--- src/rtl/cpu_params_pkg.sv ---
// ---------------------------------------------------------------------------
// cpu_params_pkg
// Machine-wide numeric parameters shared by the execute-stage units.
//   XLEN     : integer register / operand width
//   CNT_W    : width of the divide iteration counter ($clog2(XLEN))
//   CNT_LAST : counter value at which the last restoring step happens
// ---------------------------------------------------------------------------
package cpu_params_pkg;

    localparam int XLEN  = 32;
    localparam int CNT_W = $clog2(XLEN);

    localparam logic [CNT_W-1:0] CNT_LAST = CNT_W'(XLEN - 1);

endpackage : cpu_params_pkg

--- src/rtl/cpu_structs_pkg.sv ---
// ---------------------------------------------------------------------------
// cpu_structs_pkg
// Shared enumerations for the iterative divide unit plus small decode helpers.
//   DIV_OP_E     : request operation encoding (matches req_op_in)
//   IDIV_STATE_E : sequencing controller states
// ---------------------------------------------------------------------------
package cpu_structs_pkg;

    typedef enum logic [1:0] {
        DIV  = 2'b00,
        DIVU = 2'b01,
        REM  = 2'b10,
        REMU = 2'b11
    } DIV_OP_E;

    typedef enum logic [1:0] {
        IDLE = 2'b00,
        CALC = 2'b01,
        DONE = 2'b10
    } IDIV_STATE_E;

    // Signed variants work on magnitudes and fix the sign up afterwards.
    function automatic logic op_is_signed(input DIV_OP_E op);
        logic res;
        case (op)
            DIV, REM: res = 1'b1;
            default:  res = 1'b0;
        endcase
        return res;
    endfunction

    // Remainder variants return the remainder rather than the quotient.
    function automatic logic op_is_rem(input DIV_OP_E op);
        logic res;
        case (op)
            REM, REMU: res = 1'b1;
            default:   res = 1'b0;
        endcase
        return res;
    endfunction

endpackage : cpu_structs_pkg

--- src/rtl/idiv_step.sv ---
// ---------------------------------------------------------------------------
// idiv_step
// One combinational restoring radix-2 division step.
//   rem      in  XLEN+1  partial remainder
//   quo      in  XLEN    dividend bits still to shift in / quotient bits so far
//   divisor  in  XLEN    divisor magnitude
//   rem_next out XLEN+1  partial remainder after this step
//   quo_next out XLEN    shifted quotient with the new bit in the LSB
// ---------------------------------------------------------------------------
module idiv_step
    import cpu_params_pkg::*;
(
    input  logic [XLEN:0]   rem,
    input  logic [XLEN-1:0] quo,
    input  logic [XLEN-1:0] divisor,
    output logic [XLEN:0]   rem_next,
    output logic [XLEN-1:0] quo_next
);

    logic [XLEN:0] shifted_s;
    logic [XLEN:0] diff_s;
    logic          ge_s;

    assign shifted_s = {rem[XLEN-1:0], quo[XLEN-1]};
    assign diff_s    = shifted_s - {1'b0, divisor};
    // The remainder top bit is always clear between steps; folding it into
    // the compare keeps the step correct even for an out-of-range input.
    assign ge_s      = rem[XLEN] | (shifted_s >= {1'b0, divisor});

    // Restore or keep the subtraction and shift the new quotient bit in.
    always_comb begin
        if (ge_s) begin
            rem_next = diff_s;
            quo_next = {quo[XLEN-2:0], 1'b1};
        end else begin
            rem_next = shifted_s;
            quo_next = {quo[XLEN-2:0], 1'b0};
        end
    end

endmodule : idiv_step

--- src/rtl/idiv_fu_ctrl.sv ---
// ---------------------------------------------------------------------------
// idiv_fu_ctrl
// Iterative RV32M divide functional unit (DIV/DIVU/REM/REMU) with its own
// IDLE/CALC/DONE sequencer. Restoring radix-2, one quotient bit per cycle.
//   clk_in, reset_in (sync, active-high), flush_in (kill in-flight work)
//   req_valid_in/req_ready_out, req_op_in, rs1_in, rs2_in, rd_addr_in
//   rsp_valid_out/rsp_ready_in, rsp_data_out, rsp_rd_addr_out
//   busy_out : controller is not IDLE
// Optional build macro IDIV_EARLY_OUT_EN: when |rs1| < |rs2| the result is
// known at accept time and the unit skips the CALC phase.
// ---------------------------------------------------------------------------
module idiv_fu_ctrl
    import cpu_params_pkg::*;
    import cpu_structs_pkg::*;
(
    input  logic            clk_in,
    input  logic            reset_in,
    input  logic            flush_in,
    input  logic            req_valid_in,
    output logic            req_ready_out,
    input  logic [1:0]      req_op_in,
    input  logic [XLEN-1:0] rs1_in,
    input  logic [XLEN-1:0] rs2_in,
    input  logic [4:0]      rd_addr_in,
    output logic            rsp_valid_out,
    input  logic            rsp_ready_in,
    output logic [XLEN-1:0] rsp_data_out,
    output logic [4:0]      rsp_rd_addr_out,
    output logic            busy_out
);

    localparam logic [XLEN-1:0] ZERO_W   = {XLEN{1'b0}};
    localparam logic [XLEN-1:0] ONES_W   = {XLEN{1'b1}};
    localparam logic [XLEN-1:0] MIN_NEG  = {1'b1, {(XLEN-1){1'b0}}};
    localparam logic [CNT_W-1:0] CNT_ONE = {{(CNT_W-1){1'b0}}, 1'b1};

    IDIV_STATE_E     state_r,  state_nxt_s;
    DIV_OP_E         op_r,     op_nxt_s;
    DIV_OP_E         req_op_s;
    logic [CNT_W-1:0] count_r, count_nxt_s;
    logic [XLEN:0]   rem_r,    rem_nxt_s;
    logic [XLEN-1:0] quo_r,    quo_nxt_s;
    logic [XLEN-1:0] div_r,    div_nxt_s;
    logic [XLEN-1:0] result_r, result_nxt_s;
    logic [4:0]      rd_r,     rd_nxt_s;
    logic            q_neg_r,  q_neg_nxt_s;
    logic            r_neg_r,  r_neg_nxt_s;

    logic            accept_s;
    logic            signed_op_s;
    logic            div_zero_s;
    logic            ovf_s;
    logic [XLEN-1:0] rs1_mag_s;
    logic [XLEN-1:0] rs2_mag_s;
    logic [XLEN:0]   step_rem_s;
    logic [XLEN-1:0] step_quo_s;
    logic [XLEN-1:0] q_fin_s;
    logic [XLEN-1:0] r_fin_s;

    assign req_op_s    = DIV_OP_E'(req_op_in);
    assign signed_op_s = op_is_signed(req_op_s);
    assign rs1_mag_s   = (signed_op_s && rs1_in[XLEN-1]) ? -rs1_in : rs1_in;
    assign rs2_mag_s   = (signed_op_s && rs2_in[XLEN-1]) ? -rs2_in : rs2_in;
    assign div_zero_s  = (rs2_in == ZERO_W);
    assign ovf_s       = signed_op_s && (rs1_in == MIN_NEG) && (rs2_in == ONES_W);

    assign req_ready_out   = (state_r == IDLE) && !flush_in;
    assign accept_s        = req_valid_in && req_ready_out;
    assign rsp_valid_out   = (state_r == DONE);
    assign busy_out        = (state_r != IDLE);
    assign rsp_data_out    = result_r;
    assign rsp_rd_addr_out = rd_r;

    idiv_step u_step (
        .rem      (rem_r),
        .quo      (quo_r),
        .divisor  (div_r),
        .rem_next (step_rem_s),
        .quo_next (step_quo_s)
    );

    // Signs are applied to the final step outputs so DONE is reached on the last CALC edge.
    assign q_fin_s = q_neg_r ? -step_quo_s : step_quo_s;
    assign r_fin_s = r_neg_r ? -(step_rem_s[XLEN-1:0]) : step_rem_s[XLEN-1:0];

    // Next-state and datapath-update decode for the sequencer.
    always_comb begin
        state_nxt_s  = state_r;
        op_nxt_s     = op_r;
        count_nxt_s  = count_r;
        rem_nxt_s    = rem_r;
        quo_nxt_s    = quo_r;
        div_nxt_s    = div_r;
        result_nxt_s = result_r;
        rd_nxt_s     = rd_r;
        q_neg_nxt_s  = q_neg_r;
        r_neg_nxt_s  = r_neg_r;

        if (flush_in) begin
            state_nxt_s = IDLE;
        end else begin
            case (state_r)
                IDLE: begin
                    if (accept_s) begin
                        op_nxt_s    = req_op_s;
                        rd_nxt_s    = rd_addr_in;
                        div_nxt_s   = rs2_mag_s;
                        quo_nxt_s   = rs1_mag_s;
                        rem_nxt_s   = {(XLEN+1){1'b0}};
                        count_nxt_s = {CNT_W{1'b0}};
                        q_neg_nxt_s = signed_op_s && (rs1_in[XLEN-1] ^ rs2_in[XLEN-1]);
                        r_neg_nxt_s = signed_op_s && rs1_in[XLEN-1];
                        if (div_zero_s) begin
                            state_nxt_s  = DONE;
                            result_nxt_s = op_is_rem(req_op_s) ? rs1_in : ONES_W;
                        end else if (ovf_s) begin
                            state_nxt_s  = DONE;
                            result_nxt_s = op_is_rem(req_op_s) ? ZERO_W : MIN_NEG;
`ifdef IDIV_EARLY_OUT_EN
                        end else if (rs1_mag_s < rs2_mag_s) begin
                            // Quotient truncates to zero; remainder is the dividend itself.
                            state_nxt_s  = DONE;
                            result_nxt_s = op_is_rem(req_op_s) ? rs1_in : ZERO_W;
`endif
                        end else begin
                            state_nxt_s = CALC;
                        end
                    end else begin
                        state_nxt_s = IDLE;
                    end
                end
                CALC: begin
                    rem_nxt_s   = step_rem_s;
                    quo_nxt_s   = step_quo_s;
                    count_nxt_s = count_r + CNT_ONE;
                    if (count_r == CNT_LAST) begin
                        state_nxt_s  = DONE;
                        result_nxt_s = op_is_rem(op_r) ? r_fin_s : q_fin_s;
                    end else begin
                        state_nxt_s = CALC;
                    end
                end
                DONE: begin
                    if (rsp_ready_in) begin
                        state_nxt_s = IDLE;
                    end else begin
                        state_nxt_s = DONE;
                    end
                end
                default: begin
                    state_nxt_s = IDLE;
                end
            endcase
        end
    end

    // State and datapath registers with synchronous reset.
    always_ff @(posedge clk_in) begin
        if (reset_in) begin
            state_r  <= IDLE;
            op_r     <= DIV;
            count_r  <= {CNT_W{1'b0}};
            rem_r    <= {(XLEN+1){1'b0}};
            quo_r    <= ZERO_W;
            div_r    <= ZERO_W;
            result_r <= ZERO_W;
            rd_r     <= 5'd0;
            q_neg_r  <= 1'b0;
            r_neg_r  <= 1'b0;
        end else begin
            state_r  <= state_nxt_s;
            op_r     <= op_nxt_s;
            count_r  <= count_nxt_s;
            rem_r    <= rem_nxt_s;
            quo_r    <= quo_nxt_s;
            div_r    <= div_nxt_s;
            result_r <= result_nxt_s;
            rd_r     <= rd_nxt_s;
            q_neg_r  <= q_neg_nxt_s;
            r_neg_r  <= r_neg_nxt_s;
        end
    end

endmodule : idiv_fu_ctrl

--- config.mk ---
export PLATFORM = sky130hd
export DESIGN_NAME = idiv_fu_ctrl
export DESIGN_NICKNAME = d
export VERILOG_FILES = /design/src/rtl/cpu_params_pkg.sv /design/src/rtl/cpu_structs_pkg.sv /design/src/rtl/idiv_step.sv /design/src/rtl/idiv_fu_ctrl.sv
export SDC_FILE = /design/constraint.sdc
export NUM_CORES = 1
export LEC_CHECK = 0
export CORE_MARGIN = 2
export CORE_UTILIZATION = 30
export CTS_CLUSTER_DIAMETER = 50
export DETAILED_ROUTE_END_ITERATION = 10
export HOLD_SLACK_MARGIN = 0.15
export PLACE_DENSITY = 0.47
export SYNTH_ARGS = -nofsm -noshare
export SYNTH_HDL_FRONTEND = slang
export SYNTH_SLANG_ARGS = --single-unit
--- constraint.sdc ---
create_clock -name clk_in -period 4.9 [get_ports clk_in]
set_input_delay 0.49 -clock clk_in [delete_from_list [all_inputs] [get_ports clk_in]]
set_output_delay 0.49 -clock clk_in [all_outputs]
set_load 0.01 [all_outputs]
==> flow_summary.json <==
{
  "status": "finished clean",
  "numPortBuffers": 115,
  "worstPathRequired_ns": 5.20,
  "path_cells": "inv_1 > ha_1 > nand3_2 > or4_4 > nor4_4 > a211oi_4 > nand2_4 > buf_4 > mux2_2 > or4_4 > or4_4 > and4_1 > o311ai_1 > a31oi_1",
  "place_congestion": 0.865,
  "syn-num-nets": 1756,
  "max-vdd-ir-drop_uv": 262,
  "crit_arrival_ns": 5.00,
  "ios": 116,
  "grt_max_degree": 77,
  "crit_family": "simple AND/OR/NAND/NOR gates",
  "yosysTopAreaCell": "dfxtp_1",
  "synth_common_cells": "253 x nor2_1, 151 x nand2_1, 144 x dfxtp_1",
  "slew_headroom_pct": 33.8,
  "hp-start": "div_r[31]$_SDFFE_PP0P_",
  "vias_per_cell": 5.54,
  "multiInputGateArea_mm2": 0.00834,
  "cts-htree-levels": 4,
  "vias": 12500,
  "r2r_slack_ns": 0.21,
  "ys_seq_area_share_pct": 24.3,
  "setup_viol": 0,
  "fillerInstances": 4207,
  "dp_hpwl_mm": 36.9,
  "dp_slack_ns": 0.247,
  "drv_slew": 0,
  "initial_utilization_pct": 30.5,
  "clk_pin_slew_worst_paths_ns": 0.07,
  "startpoint": "div_r[25]$_SDFFE_PP0P_",
  "synth_warnings": 0,
  "cts_root_buf": "clkbuf_16",
  "diodes": 0,
  "start_kind": "flip-flop",
  "synthCells": 1640,
  "rows": 72,
  "path_max_fanout": 17,
  "path_common_cell": "or4_4",
  "rsz0062_at_grt": "false",
  "setup_slack_ns": 0.206,
  "yosysMostFrequentCell": "nor2_1",
  "final_util_pct": 36.7,
  "tightestPinTransition_ns": 0.968,
  "drive_above_1_share_pct": 8.63,
  "drc": 0,
  "drt_pass1_iterations": 5,
  "wl_per_cell_um": 20.9,
  "p_leak_nw": 5.27,
  "grt_pass1_vias": 11900,
  "power_mw": 3.55,
  "synth_cell_types": 91,
  "fin_crit_ns": 4.69,
  "synth_top_area_share_pct": 24.3,
  "grt-ovfl-total": 0,
  "drt_wl_total_mm": 47.1,
  "fmax_mhz": 213,
  "slowest_stage": "or4_4",
  "r2r_start": "div_r[25]$_SDFFE_PP0P_",
  "cp_slowest_stage_delay_ns": 0.60,
  "grt_pass1_wl_mm": 72.5,
  "fin_crit_sh_pct": 95.8,
  "worst_hold_path_type": "reg -> reg",
  "antenna_found_initial": 0,
  "synth_area_mm2": 0.0119,
  "die_area_mm2": 0.0412,
  "die_w_um": 203,
  "power_density_mw_per_mm2": 248,
  "fp.coreArea_mm2": 0.0389,
  "clock_sinks": 144,
  "clockBufferDepth": 2,
  "insertion_delay_ns": 0.46,
  "crit_buf_inv": 2,
  "synth-edff-count": 0,
  "synth-seq-cells": 144,
  "ys_top_cells_by_area": "dfxtp_1 24%, nor2_1 8.0%, a21oi_1 5.9%, xnor2_1 5.7%, nand2_1 4.8%",
  "holdWs_ns": 0.457,
  "maxCapViolations": 0,
  "synthArstFlopShare_pct": 0,
  "syn_to_final_growth_pct": 20.2,
  "cp-end-kind": "flip-flop",
  "fin_nets": 1842,
  "die_h_um": 203,
  "tritoncts": "yes",
  "syn_area_per_cell_um2": 7.25,
  "grt_usage_pct": 22.7,
  "fin_skew_ns": 0.0145,
  "ant_nets": 0,
  "critPathKind": "reg -> reg",
  "cts_buffers": 17,
  "hold_viol_final": 0,
  "post_cts_buffers": 0,
  "tns_ns": 0,
  "drt_iter0_drc": 947,
  "regArea_mm2": 0.00288,
  "synth_ff_type": "dfxtp_1"
}
[per-layer routing]
layer | vias up | global-route usage, % | part of all wire [%]
li1 | 6141 | - | -
met1 | 6007 | 32.6 | 49
met5 | - | 0 | 0
met3 | 29 | 3.10 | 4.7
met4 | 0 | 4.54 | 1.0
met2 | 331 | 36.4 | 45
[cell usage in the layout (no fill, tap or decap), drive strengths merged, types with 8 or more instances in the layout]
master | synthesis | routed
o211ai | 21 | 21
and3 | 11 | 11
o21ai | 96 | 96
nand3 | 21 | 21
xnor2 | 77 | 77
o21a | 8 | 8
a22oi | 26 | 26
xor2 | 49 | 49
clkdlybuf4s50 | 0 | 114
o31ai | 23 | 23
inv | 57 | 58
nand4 | 31 | 31
dfxtp | 144 | 144
mux2i | 17 | 17
nor2 | 253 | 253
clkbuf | 89 | 20
a31oi | 14 | 14
nand2b | 12 | 12
o31a | 8 | 8
nor2b | 9 | 9
nor3 | 44 | 44
buf | 19 | 61
nand2 | 152 | 152
a21oi | 141 | 141
a211oi | 79 | 79
o41ai | 11 | 11
or2 | 8 | 8
mux2 | 9 | 9
a311oi | 16 | 16
ha | 39 | 39
or3 | 28 | 28
nor4 | 20 | 20
or4 | 19 | 19
[power by group]
| group | internal, mW | switching [mW] |
|---|---|---|
| clock network | 0.764 | 0.576 |
| registers | 1.21 | 0.0443 |
| logic | 0.364 | 0.587 |
[per-stage QoR]
step / cells / instance area (um2)
2_1_floorplan: 1640 / 11900
3_3_place_gp: 2225 / 13700
3_5_place_dp: 2225 / 13700
4_1_cts: 2257 / 14300
5_1_grt: 2257 / 14300
6_report: 2257 / 14300
[worst register-to-register path, cell delays in order, from the launching register on]
cell and delay, ns:
dfxtp_1 0.33, inv_1 0.05, ha_1 0.41, nand3_2 0.17, or4_4 0.58, nor4_4 0.33, a211oi_4 0.08, nand2_4 0.12
buf_4 0.27, mux2_2 0.42, or4_4 0.60, or4_4 0.53, and4_1 0.22, o311ai_1 0.31, a31oi_1 0.12
[path summary, 6_finish.rpt]
path,cells past startpoint,endpoint
setup / recovery,14,rsp_data_out[21]$_SDFFE_PP0P_
hold / removal,2,div_r[31]$_SDFFE_PP0P_
setup reg to reg,14,rsp_data_out[21]$_SDFFE_PP0P_
hold reg to reg,2,div_r[31]$_SDFFE_PP0P_
[kinds of logic (layout without fill, tap and decap cells)]
logic type,after synthesis,count (layout),share of synthesized area [%]
muxes,26,26,2.28
xor gates and xnor gates,126,126,9.29
and+or+nand+nor,633,633,25.3
adders and majority gates,40,40,4.27
AOI/OAI and AO/OA,506,506,28.6
DFF,144,144,24.3
buffers and inverters,165,264,6.00
[cell type report]
class / count / share of cell area [%]
Tap cell: 518 / 4.54
Inverter: 57 / 1.52
Clock inverter: 12 / 0.946
Sequential cell: 144 / 20.2
Clock buffer: 20 / 3.13
Multi-Input combinational cell: 1331 / 58.4
Timing Repair Buffer: 175 / 11.3
[sequential cells by signal, indices dropped and copies added (netlist names)]
| register | flops |
|---|---|
| quo_r | 32 |
| rsp_data_out | 32 |
| op_r | 1 |
| rsp_rd_addr_out | 5 |
| count_r | 5 |
| q_neg_r | 1 |
| div_r | 32 |
| state_r | 2 |
| rem_r | 33 |
| r_neg_r | 1 |
[what timing repair did]
| action | 4_1_cts | 5_1_grt |
|---|---|---|
| endpoints found under the setup margin | 0 | 2 |
| gates resized for setup | 0 | 2 |
| hold buffers | 0 | 0 |
Note: power is estimated with default switching activity, not from simulation.
